`src/rtl/mem_access_unit.sv`:
```
// Memory access unit: load, store, byte-serial copy and fill
// against a single-port data memory with combinational read.
module mem_access_unit #(
   parameter int W = 8,
   parameter int A = 8
) (
   input  logic         Clk,
   input  logic         Reset,
   input  logic         ReqValid,
   output logic         ReqReady,
   input  logic [1:0]   ReqOp,
   input  logic [A-1:0] ReqAddr,
   input  logic [A-1:0] ReqSrc,
   input  logic [A-1:0] ReqLen,
   input  logic [W-1:0] ReqData,
   output logic         RespValid,
   output logic [W-1:0] RespData,
   output logic         Busy,
   output logic [A-1:0] MemAddr,
   output logic         MemWriteEn,
   output logic [W-1:0] MemWData,
   input  logic [W-1:0] MemRData
);

   typedef enum logic [2:0] {
      S_IDLE  = 3'd0,
      S_LD    = 3'd1,
      S_ST    = 3'd2,
      S_CP_RD = 3'd3,
      S_CP_WR = 3'd4,
      S_FL_WR = 3'd5,
      S_DONE  = 3'd6
   } state_t;

   localparam logic [1:0] OP_LD = 2'b00;
   localparam logic [1:0] OP_ST = 2'b01;
   localparam logic [1:0] OP_CP = 2'b10;
   localparam logic [1:0] OP_FL = 2'b11;

   state_t         r_state;
   logic [A-1:0]   r_addr;
   logic [A-1:0]   r_src;
   logic [A-1:0]   r_len;
   logic [W-1:0]   r_data;
   logic [A-1:0]   r_cnt;
   logic [W-1:0]   r_buf;
   logic [W-1:0]   r_rdata;

   logic           w_last;
   logic           w_len0;
   logic [A-1:0]   w_addr;
   logic           w_we;
   logic [W-1:0]   w_wdata;

   // last byte of a copy/fill is reached when the counter hits len-1
   assign w_last = (r_cnt == (r_len - A'(1)));
   assign w_len0 = (ReqLen == '0);

   // control FSM: accepts in IDLE, walks the byte counter, holds results
   always_ff @(posedge Clk) begin
      if (Reset) begin
         r_state <= S_IDLE;
         r_addr  <= '0;
         r_src   <= '0;
         r_len   <= '0;
         r_data  <= '0;
         r_cnt   <= '0;
         r_buf   <= '0;
         r_rdata <= '0;
      end else begin
         unique case (r_state)
            S_IDLE: begin
               if (ReqValid) begin
                  r_addr <= ReqAddr;
                  r_src  <= ReqSrc;
                  r_len  <= ReqLen;
                  r_data <= ReqData;
                  r_cnt  <= '0;
                  unique case (ReqOp)
                     OP_LD: r_state <= S_LD;
                     OP_ST: r_state <= S_ST;
                     OP_CP: r_state <= w_len0 ? S_DONE : S_CP_RD;
                     OP_FL: r_state <= w_len0 ? S_DONE : S_FL_WR;
                     default: r_state <= S_IDLE;
                  endcase
               end
            end
            S_LD: begin
               r_rdata <= MemRData;
               r_state <= S_DONE;
            end
            S_ST: begin
               r_state <= S_DONE;
            end
            S_CP_RD: begin
               r_buf   <= MemRData;
               r_state <= S_CP_WR;
            end
            S_CP_WR: begin
               if (w_last) begin
                  r_state <= S_DONE;
               end else begin
                  r_cnt   <= r_cnt + A'(1);
                  r_state <= S_CP_RD;
               end
            end
            S_FL_WR: begin
               if (w_last) begin
                  r_state <= S_DONE;
               end else begin
                  r_cnt <= r_cnt + A'(1);
               end
            end
            S_DONE: begin
               r_state <= S_IDLE;
            end
            default: begin
               r_state <= S_IDLE;
            end
         endcase
      end
   end

   // memory port decode from the registered state; address wraps mod 2**A
   always_comb begin
      w_addr  = '0;
      w_we    = 1'b0;
      w_wdata = '0;
      unique case (r_state)
         S_LD: begin
            w_addr = r_addr;
         end
         S_ST: begin
            w_addr  = r_addr;
            w_we    = 1'b1;
            w_wdata = r_data;
         end
         S_CP_RD: begin
            w_addr = r_src + r_cnt;
         end
         S_CP_WR: begin
            w_addr  = r_addr + r_cnt;
            w_we    = 1'b1;
            w_wdata = r_buf;
         end
         S_FL_WR: begin
            w_addr  = r_addr + r_cnt;
            w_we    = 1'b1;
            w_wdata = r_data;
         end
         default: begin
            w_addr  = '0;
            w_we    = 1'b0;
            w_wdata = '0;
         end
      endcase
   end

   // reset gates the write strobe immediately, even mid-operation
   assign MemWriteEn = w_we & ~Reset;
   assign MemAddr    = w_addr;
   assign MemWData   = w_wdata;
   assign ReqReady   = (r_state == S_IDLE) & ~Reset;
   assign Busy       = (r_state != S_IDLE);
   assign RespValid  = (r_state == S_DONE);
   assign RespData   = r_rdata;

endmodule

```
`config.mk`:
```
export PLATFORM = sky130hd
export DESIGN_NAME = mem_access_unit
export DESIGN_NICKNAME = d
export VERILOG_FILES = /design/src/rtl/mem_access_unit.sv
export SDC_FILE = /design/constraint.sdc
export NUM_CORES = 1
export LEC_CHECK = 0
export CAP_MARGIN = 0
export CORE_ASPECT_RATIO = 1.1
export CORE_MARGIN = 3
export CORE_UTILIZATION = 53
export CTS_BUF_LIST = sky130_fd_sc_hd__clkbuf_8
export DETAILED_ROUTE_END_ITERATION = 8
export PLACE_DENSITY_LB_ADDON = 0.1
export SETUP_SLACK_MARGIN = 0.5
export SLEW_MARGIN = 20
export SYNTH_ARGS = -nofsm -noshare
export SYNTH_HDL_FRONTEND = slang
export SYNTH_SLANG_ARGS = --single-unit
```
`constraint.sdc`:
```
create_clock -name Clk -period 3.2 [get_ports Clk]
set_input_delay 0.32 -clock Clk [delete_from_list [all_inputs] [get_ports Clk]]
set_output_delay 0.32 -clock Clk [all_outputs]
set_load 0.05 [all_outputs]
```
==> reports/qor.json <==
{
  "status": "finished clean",
  "maxUsedRoutingLayer": "met4",
  "drc_errors": 0,
  "clkTransAtPathRegs_ns": 0.08,
  "ctsHtreeMaxLevel": 3,
  "met2RoutedLength_um": 5346,
  "cts_tree": "yes",
  "synth_enable_flop_cells": 0,
  "grt_pass1_vias": 3441,
  "clk_latency_ns": 0.35,
  "post_synth_main_area_contributors": "sky130_fd_sc_hd__dfxtp_1 35%, sky130_fd_sc_hd__nand2_1 17%, sky130_fd_sc_hd__a21oi_1 9.8%, sky130_fd_sc_hd__ha_1 4.1%, sky130_fd_sc_hd__a22oi_1 3.1%",
  "numCtsBuffers": 9,
  "synth_adder_area_share_pct": 4.689,
  "vdd.ir_drop.worst_v": 0.0003647,
  "first_pass_iters": 5,
  "final_layout_size_suffix_gt1_share_pct": 19.89,
  "post-synth-top-count-cell": "sky130_fd_sc_hd__nand2_1",
  "timing.final.setup_violations": 0,
  "final.period_utilization_pct": 95.65,
  "drt_first_iter_violations": 404,
  "synth_top_area_share_pct": 35.13,
  "initial_utilization_pct": 56.50,
  "worst-slew-pin-transition_ns": 0.8535,
  "detailedPlacementHpwl_um": 6436,
  "vias": 3642,
  "antennaDiodeCount": 0,
  "clockRootBuffer": "sky130_fd_sc_hd__clkbuf_8",
  "fin_nets": 595,
  "global_route.overflow_total": 0,
  "placedCellCount": 586,
  "power_leakage_nw": 1.870,
  "synthesis.area_mm2": 0.003362,
  "post_synth_and_or_nand_nor_area_fraction_pct": 26.68,
  "final_cell_count_no_fill": 620,
  "pin_count": 73,
  "slew-limit-headroom_pct": 43.10,
  "setup_repair_after_global_routing_missed_its_margin": "true",
  "cts_buffer_depth": 2,
  "postRouteWirelength_um": 10610,
  "place_area_mm2": 0.004292,
  "grt_usage_pct": 27.92,
  "worst-endpoint-arrival_ns": 2.74,
  "die_height_um": 89.53,
  "met3_wirelength_um": 658,
  "setup.worst_path.start_class": "flop",
  "xor_and_xnor_fraction_of_the_mapped_netlist_area_pct": 4.168,
  "post_synth_inst_count": 458,
  "hold_path.class": "input port to flop",
  "placement.io_buffers": 72,
  "place.gp.congestion": 0.8585,
  "synth_top_family_by_area": "simple AND/OR/NAND/NOR gates",
  "register_area_mm2": 0.001191,
  "cap_violations": 0,
  "n_fill_cell": 388,
  "fmaxAchievable_mhz": 326.7,
  "power_per_cell_area_mw_per_mm2": 550.6,
  "number_of_core_rows": 29,
  "critPathCaptureType": "output pin",
  "antenna_found_initial": 0,
  "synth_top_cell_by_area": "sky130_fd_sc_hd__dfxtp_1",
  "synth-main-ff-cell": "sky130_fd_sc_hd__dfxtp_1",
  "timing.final.hold_violations": 0,
  "layout.cell_area.non_filler_mm2": 0.004930,
  "synth_mux_area_share_pct": 2.382,
  "grt_pass1_wl_um": 15660,
  "dieArea_mm2": 0.007336,
  "finalClockSkew_ns": 0.01703,
  "fin_tns_setup_ns": 0,
  "crit_required_ns": 2.88,
  "routedWlPerCell_um": 17.12,
  "setup.worst_path.class": "flop to output pin",
  "ys_async_sr_fraction_pct": 0,
  "synth.cells.most_frequent": "149 x sky130_fd_sc_hd__nand2_1, 66 x sky130_fd_sc_hd__a21oi_1, 59 x sky130_fd_sc_hd__dfxtp_1",
  "final_util_pct": 82.84,
  "grt_max_degree": 46,
  "syn-num-nets": 515,
  "areaGrowthSynthToFinish_pct": 46.63,
  "drtAntennaViolNets": 0,
  "maxSlewViolCount": 0,
  "viasPerCell": 5.874,
  "synth-seq-cells": 59,
  "synth_sequential_area_ratio_pct": 35.13,
  "layout_min_cycle_time_ns": 3.061,
  "design.core.area_mm2": 0.005951,
  "yosys_warnings": 0,
  "synth_compound_area_share_pct": 23.00,
  "multiInputGateArea_mm2": 0.002293,
  "die_w_um": 81.94,
  "synth_cell_type_count": 51,
  "timing.critical_path.fanout_max": 4,
  "cts_hold_bufs": 0,
  "syn_avg_cell_area_um2": 7.341,
  "cts.sinks": 59,
  "m1WireLength_um": 4241
}
per-stage QoR:
step	hold slack (ns)	setup slack, ns	power [mW]
floorplan	0.4357	0.06250	1.475
global placement	0.4440	0.4338	1.752
detailed placement	0.4492	0.3805	1.769
CTS	0.3473	0.2001	2.615
global route	0.3483	0.02810	2.823
finish	0.3412	0.1393	2.714
where the power goes:
part           total [mW]  internal, mW  switching (mW)  leakage (nW)
Sequential          0.902         0.809          0.0925         0.482
Clock               0.784         0.443           0.340         0.106
Combinational        1.03         0.441           0.589          1.28
registers in the layout (all words and copies together), names as in the netlist:
signal / count
r_cnt: 8
r_addr: 8
r_state: 3
r_data: 8
r_len: 8
r_buf: 8
RespData: 8
r_src: 8
worst max-delay path, cell delays in order, from the launching register on:
cell and delay [ns]:
sky130_fd_sc_hd__dfxtp_4 0.37, sky130_fd_sc_hd__nand2b_4 0.17, sky130_fd_sc_hd__nand2_2 0.10, sky130_fd_sc_hd__nand2_2 0.07
sky130_fd_sc_hd__ha_4 0.16, sky130_fd_sc_hd__fa_2 0.35, sky130_fd_sc_hd__a21o_1 0.19, sky130_fd_sc_hd__a21oi_2 0.16
sky130_fd_sc_hd__o21bai_1 0.09, sky130_fd_sc_hd__a21oi_2 0.17, sky130_fd_sc_hd__xor2_1 0.09, sky130_fd_sc_hd__o211ai_1 0.28
sky130_fd_sc_hd__buf_12 0.18
layer usage:
layer | track usage (%) | vias up
li1 | - | 1741
met1 | 33.68 | 1709
met2 | 48.13 | 159
met3 | 4.738 | 33
met4 | 12.99 | 0
met5 | 0 | -
cells in the final DEF, fill, tap and decap left out, drive strengths merged, types with 2 or more instances in the layout:
cell / count
a31oi: 2
a22oi: 14
or3: 8
nand2b: 3
clkdlybuf4s50: 53
a21oi: 66
xor2: 10
clkinvlp: 2
a211oi: 4
and3: 2
mux2i: 8
o211ai: 4
nand3b: 3
ha: 11
buf: 41
xnor2: 6
a31o: 2
clkbuf: 9
o21ai: 21
nor2b: 4
clkinv: 2
dlymetal6s2s: 2
nor3: 5
or2b: 2
nand4: 4
a21o: 3
nor2: 10
a21boi: 2
and2: 6
bufinv: 2
inv: 5
o21bai: 2
nor4: 3
dfxtp: 59
nand2: 149
nand3: 3
timing repair:
item,in CTS,in global routing
resized for setup,16,36
setup endpoints to repair,6,12
cloned,1,0
pin swaps,11,20
setup buffers,11,6
logic make-up (layout without fill, tap and decap cells):
kind of cell             Yosys count  after routing
AO/OA/AOI/OAI                    127            127
XOR/XNOR                          16             16
adder cells (fa/ha/maj)           12             12
buffers and inverters             32            117
flip-flops                        59             59
multiplexers                       8              8
AND/OR/NAND/NOR                  204            204
worst paths after layout:
kind / startpoint / end / slack, ns / depth (start not counted)
min: Reset / r_state[0] / 0.34 / 2
max reg2reg: r_state[2] / r_cnt[5] / 0.58 / 7
max: r_state[1] / MemAddr[6] / 0.14 / 12
min reg2reg: RespData[0] / RespData[0] / 0.45 / 2
cell type report:
class,instances,share of cell area [%]
multi-input cells,367,46.52
repair buffers,97,22.49
well taps,77,1.954
inverters,4,0.3046
clock buffers,9,2.513
clock inverters,7,2.056
flip-flops and latches,59,24.16
No activity file was read; power rests on OpenSTA's default activity.
==> RTL change 1: new RTL, same settings <==
Set the parameter `A` to 12 (it was 8).
--- a/src/rtl/mem_access_unit.sv
+++ b/src/rtl/mem_access_unit.sv
@@ -2,7 +2,7 @@
 // against a single-port data memory with combinational read.
 module mem_access_unit #(
    parameter int W = 8,
-   parameter int A = 8
+   parameter int A = 12
 ) (
    input  logic         Clk,
    input  logic         Reset,
Interface: changed (resized MemAddr, ReqAddr, ReqLen and ReqSrc); port bits go from 73 to 89. No check against the original RTL was run, so the function may have changed too.
==> RTL change 1 against the unedited design <==
Setup slack worse by 0.52 ns. Synthesized area is 27% higher. The flow now finishes with violations (setup timing). Largest power group unchanged. Sequential cell count grew 16. Cell count increased by 27%. Wire length up 41%. Power up 48%. Maximum frequency shrank 15%. Sequential share of layout area fell by 0.41 points. Cell area up 30%.
==> RTL change 1: results (changes against the unedited design) <==
CTS H-tree lvls=3 (unchanged); top cells by area, synth=dfxtp_1 35%, nand2_1 14%, a21oi_1 7.8%; Avg Vias per Cell=6.04 (+2.9%); dpl cell area=0.00546 mm2 (+27%); share of cells above drive strength 1=25.5% (+5.7 points); worst-path maximum fanout=8 (+4); vias in the first global route=4,545 (+32%); dpl hpwl=8.85 mm (+38%); Final nets=753 (+27%); Post-synth ARST share=0% (unchanged); critical path arrival=3.26 ns (+0.52 ns); Syn Inst Count=579 (+26%); Yosys cell types=58 (+14%); GPL Wtd Cong=0.887 (+3.3%); initial antenna violation count=0 (unchanged); Slew Limit Fails=0 (unchanged); Main synth FF type=dfxtp_1; status=complete, but fails checks; Clk Latency, worst-skew pair=0.36 ns; Setup Skew=0.00887 ns (-0.00816 ns); post-synthesis sequential area ratio=35.1% (about the same); maximum VDD drop=0.503 mV (+38%); drt pass-1 iters=7 (+2); largest net degree at the start of global routing=31 (-33%); WL per Instance=19.0 um (+11%); DP Worst Slack=0.107 ns (-0.273 ns); first-pass GRT wire length=21.0 mm (+34%); diodes inserted=0 (unchanged); total CTS buffers=9 (unchanged); clk slew on worst S/H paths=0.09 ns; Worst slew margin=43.4% (+0.31 points); Yosys Warn Count=0 (unchanged); CTS Buffer Depth=2 (unchanged); root buffer cell=clkbuf_8; Final Util=83.7% (+0.81 points); port bufs=88 (+22%); Worst Hold Class=input pin to register; Final Setup Violations=4 (+4); post-route worst setup slack=-0.382 ns (-0.522 ns); failing checks=setup timing; total negative slack=-0.859 ns (-0.859 ns); LEAKAGE=2.41 nW (+29%); Via Count=4,774 (+31%); fillers=449 (+16%); initial DRC count=384 (-5.0%); total track usage=28.2% (+0.31 points); Synth Net Count=652 (+27%); top cells by count, synth=161 x nand2_1, 75 x dfxtp_1, 67 x a21oi_1
-- RTL change 1: cell types whose count changed in the layout (fill, tap and decap cells not counted), moves of 7 or more --
| cell | delta |
|---|---|
| a22o_1 | +7 |
| clkdlybuf4s50_1 | +12 |
| xnor2_1 | +13 |
| dfxtp_1 | +13 |
| nor2_1 | +24 |
| nand3_1 | +12 |
| buf_4 | +22 |
| a21oi_1 | -8 |
| a21oi_2 | +7 |
-- RTL change 1: layer usage --
metal	share of wire (%)	vias up	track usage, %
li1	-	2204	-
met1	38	2258	32.2
met2	50	235	50.2
met3	6.7	77	4.95
met4	5.2	0	15.0
met5	0	-	0
-- RTL change 1: where the power goes --
part / leakage (nW) / switching, mW / total [mW] / internal [mW]
logic: 1.68 / 1.13 / 1.93 / 0.795
registers: 0.614 / 0.117 / 1.17 / 1.05
clock network: 0.120 / 0.388 / 0.913 / 0.525
total: 2.41 / 1.64 / 4.01 / 2.37
-- RTL change 1: worst paths after layout --
| path | start | endpoint | slack (ns) | cells after the start |
|---|---|---|---|---|
| worst max-delay path | r_state[2]$_SDFFE_PP0P_ | MemAddr[11] | -0.38 | 14 |
| worst min-delay path | Reset | r_src[4]$_SDFFE_PP0P_ | 0.45 | 2 |
| worst max register to register | r_len[0]$_SDFFE_PP0P_ | r_cnt[5]$_SDFFE_PP0P_ | 0.21 | 9 |
| worst min register to register | r_buf[5]$_SDFFE_PP0P_ | r_buf[5]$_SDFFE_PP0P_ | 0.47 | 2 |
-- RTL change 1: timing repair --
action / 4_1_cts / 5_1_grt
endpoints found under the hold margin: 0 / 0
gates resized for setup: 51 / 56
setup endpoints to repair: 28 / 28
setup buffers: 14 / 9
pin swaps: 32 / 57
cloned: 1 / 0
-- RTL change 1: cell families after synthesis --
family	count (synthesis)	synth area share, %
DFF	75	35.1
xor gates and xnor gates	29	5.94
and+or+nand+nor	267	27.6
buffers and inverters	49	4.62
adders and majority gates	16	4.86
muxes	9	2.11
AOI/OAI and AO/OA	134	19.8
-- RTL change 1: worst max-delay path, stage by stage, from the launching register on --
cell and delay [ns]:
dfxtp_4 0.37, nor2b_4 0.13, buf_12 0.14, nand2_1 0.10
nand2_2 0.10, ha_4 0.29, nand3_2 0.09, o21ai_2 0.19
o211ai_1 0.15, a21oi_2 0.28, a21oi_2 0.11, xnor2_2 0.26
a2111oi_4 0.11, or3b_4 0.42, buf_12 0.16
-- RTL change 1: final cells by class --
class                      instances  area share (%)
sequential                        75            23.8
inverter                          11           0.646
timing repair buffer             128            20.6
multi-input combinational        455            49.1
clock inverter                     7            1.94
tap                              105            2.06
clock buffer                       9            1.94
==> RTL change 2: new RTL, same flow settings <==
Without the edit above. The 7 states of `state_t` get a one-hot encoding in 7 bits.
--- a/src/rtl/mem_access_unit.sv
+++ b/src/rtl/mem_access_unit.sv
@@ -22,14 +22,14 @@
    input  logic [W-1:0] MemRData
 );
 
-   typedef enum logic [2:0] {
-      S_IDLE  = 3'd0,
-      S_LD    = 3'd1,
-      S_ST    = 3'd2,
-      S_CP_RD = 3'd3,
-      S_CP_WR = 3'd4,
-      S_FL_WR = 3'd5,
-      S_DONE  = 3'd6
+   typedef enum logic [6:0] {
+      S_IDLE  = 7'b0000001,
+      S_LD    = 7'b0000010,
+      S_ST    = 7'b0000100,
+      S_CP_RD = 7'b0001000,
+      S_CP_WR = 7'b0010000,
+      S_FL_WR = 7'b0100000,
+      S_DONE  = 7'b1000000
    } state_t;
 
    localparam logic [1:0] OP_LD = 2'b00;
Behaviour: same outputs for any inputs over 10 cycles, from zero or initial values and one cycle with Reset high; not proved beyond that.
==> RTL change 2 against the unedited design <==
Setup slack lost 0.64 ns. Sequential cell count grew 4. Sequential share of layout area grew 2.8 points. Hold slack better by 0.12 ns. Cell area shrank 5.0%. The run now ends with setup timing left. Wire length shrank 11%. Synthesized area decreased by 1.5%.
Power is not compared: it rests on default switching activity, and its combinational part moved more than twofold at a synthesized area within 25%.
==> RTL change 2: results (changes against the unedited design) <==
status=complete, but fails checks; failing checks=setup timing; Worst Hold Class=register to register; met2 wire length=4.66 mm (-13%); top cells by area, synth=dfxtp_1 38%, nand2_1 9.0%, a21oi_1 6.5%; first-pass GRT wire length=15.1 mm (-3.6%); Final nets=547 (-8.1%); share of cells above drive strength 1=21.1% (+1.2 points); fillers=418 (+7.7%); DP Worst Slack=-0.220 ns (-0.600 ns); Synth Net Count=455 (-12%); total negative slack=-2.06 ns (-2.06 ns); Worst slew margin=57.7% (+15 points); met3 WL=579 um (-12%); top cells by count, synth=79 x nand2_1, 63 x dfxtp_1, 43 x a21oi_1; Crit-path slowest cell=or4_4; total track usage=27.6% (-0.34 points); Yosys cell types=58 (+14%); area grow syn2layout=41.4%; dpl cell area=0.00437 mm2 (+1.8%); post-route worst setup slack=-0.501 ns (-0.640 ns); Initial Utilization=56.0% (-0.48 points); GPL Wtd Cong=0.884 (+3.0%); Avg Vias per Cell=5.72 (-2.7%); post-synthesis sequential area ratio=38.1% (+2.9 points); met1 WL=3.96 mm (-6.7%); initial DRC count=302 (-25%); critical path arrival=3.38 ns (+0.64 ns); CP peak stage delay=0.55 ns (+0.18 ns); maximum VDD drop=0.411 mV; largest net degree at the start of global routing=58 (+26%); WL per Instance=16.5 um (-3.5%); vias in the first global route=3,220 (-6.4%); dpl hpwl=6.50 mm (+1.0%); Final Setup Violations=5 (+5); Clk Latency, worst-skew pair=0.34 ns
[RTL change 2: changes by cell type after synthesis, moves of 10 or more]
cell / delta
nand2_1: -70
nor2_1: +25
a21oi_1: -23
a22oi_1: -13
a22o_1: +10
mux2i_1: +10
o21ai_0: -10
[RTL change 2: routing by layer]
metal  GRT usage, %  up-vias
li1               -     1589
met1           33.1     1540
met2           47.2      126
met3           4.64       27
met4           14.4        0
met5              0        -
[RTL change 2: final cells by class]
type / instances / area share [%]
clock inverter: 6 / 1.47
multi-input combinational: 306 / 44.8
sequential: 63 / 26.9
inverter: 12 / 0.962
timing repair buffer: 100 / 20.8
clock buffer: 10 / 2.94
tap: 77 / 2.06
[RTL change 2: stage by stage]
step / power (mW) / cells
final: 2.08 / 574
after global routing: 2.15 / 574
after CTS: 2.07 / 573
after detailed placement: 1.37 / 552
after global placement: 1.35 / 552
after floorplan: 1.20 / 400
[RTL change 2: power breakdown]
part / internal [mW] / switching (mW)
logic: 0.211 / 0.284
clock network: 0.385 / 0.324
registers: 0.833 / 0.0411
[RTL change 2: kinds of logic (layout without fill, tap and decap cells)]
logic type,Yosys count,in the layout,share of synthesized area [%]
adders and majority gates,10,10,4.00
muxes,25,25,7.82
and+or+nand+nor,164,164,24.6
buffers and inverters,31,128,3.59
xor gates and xnor gates,16,16,4.23
AOI/OAI and AO/OA,91,91,17.7
DFF,63,63,38.1
[RTL change 2: path summary, 6_finish.rpt]
path	from	to	slack, ns	cells after the start
setup reg to reg	r_state[4]$_SDFFE_PP0P_	r_cnt[2]$_SDFFE_PP0P_	0.72	8
hold reg to reg	r_src[5]$_SDFFE_PP0P_	r_src[5]$_SDFFE_PP0P_	0.46	2
setup / recovery	r_state[1]$_SDFFE_PP0P_	MemAddr[6]	-0.50	13
hold / removal	r_src[5]$_SDFFE_PP0P_	r_src[5]$_SDFFE_PP0P_	0.46	2
[RTL change 2: critical path: cells and delay by family, from the launching register on]
family                   cells  cell delay (ns)
flip-flops                   1             0.31
adder cells (fa/ha/maj)      1             0.20
AND/OR/NAND/NOR              4             1.16
AO/OA/AOI/OAI                4             0.67
multiplexers                 1             0.31
buffers and inverters        3             0.39
[RTL change 2: repair_timing]
action / in CTS / in global routing
setup endpoints to repair: 18 / 8
hold buffers: 0 / 0
buffers inserted: 5 / 1
pin swaps: 12 / 2
resized for setup: 12 / 2
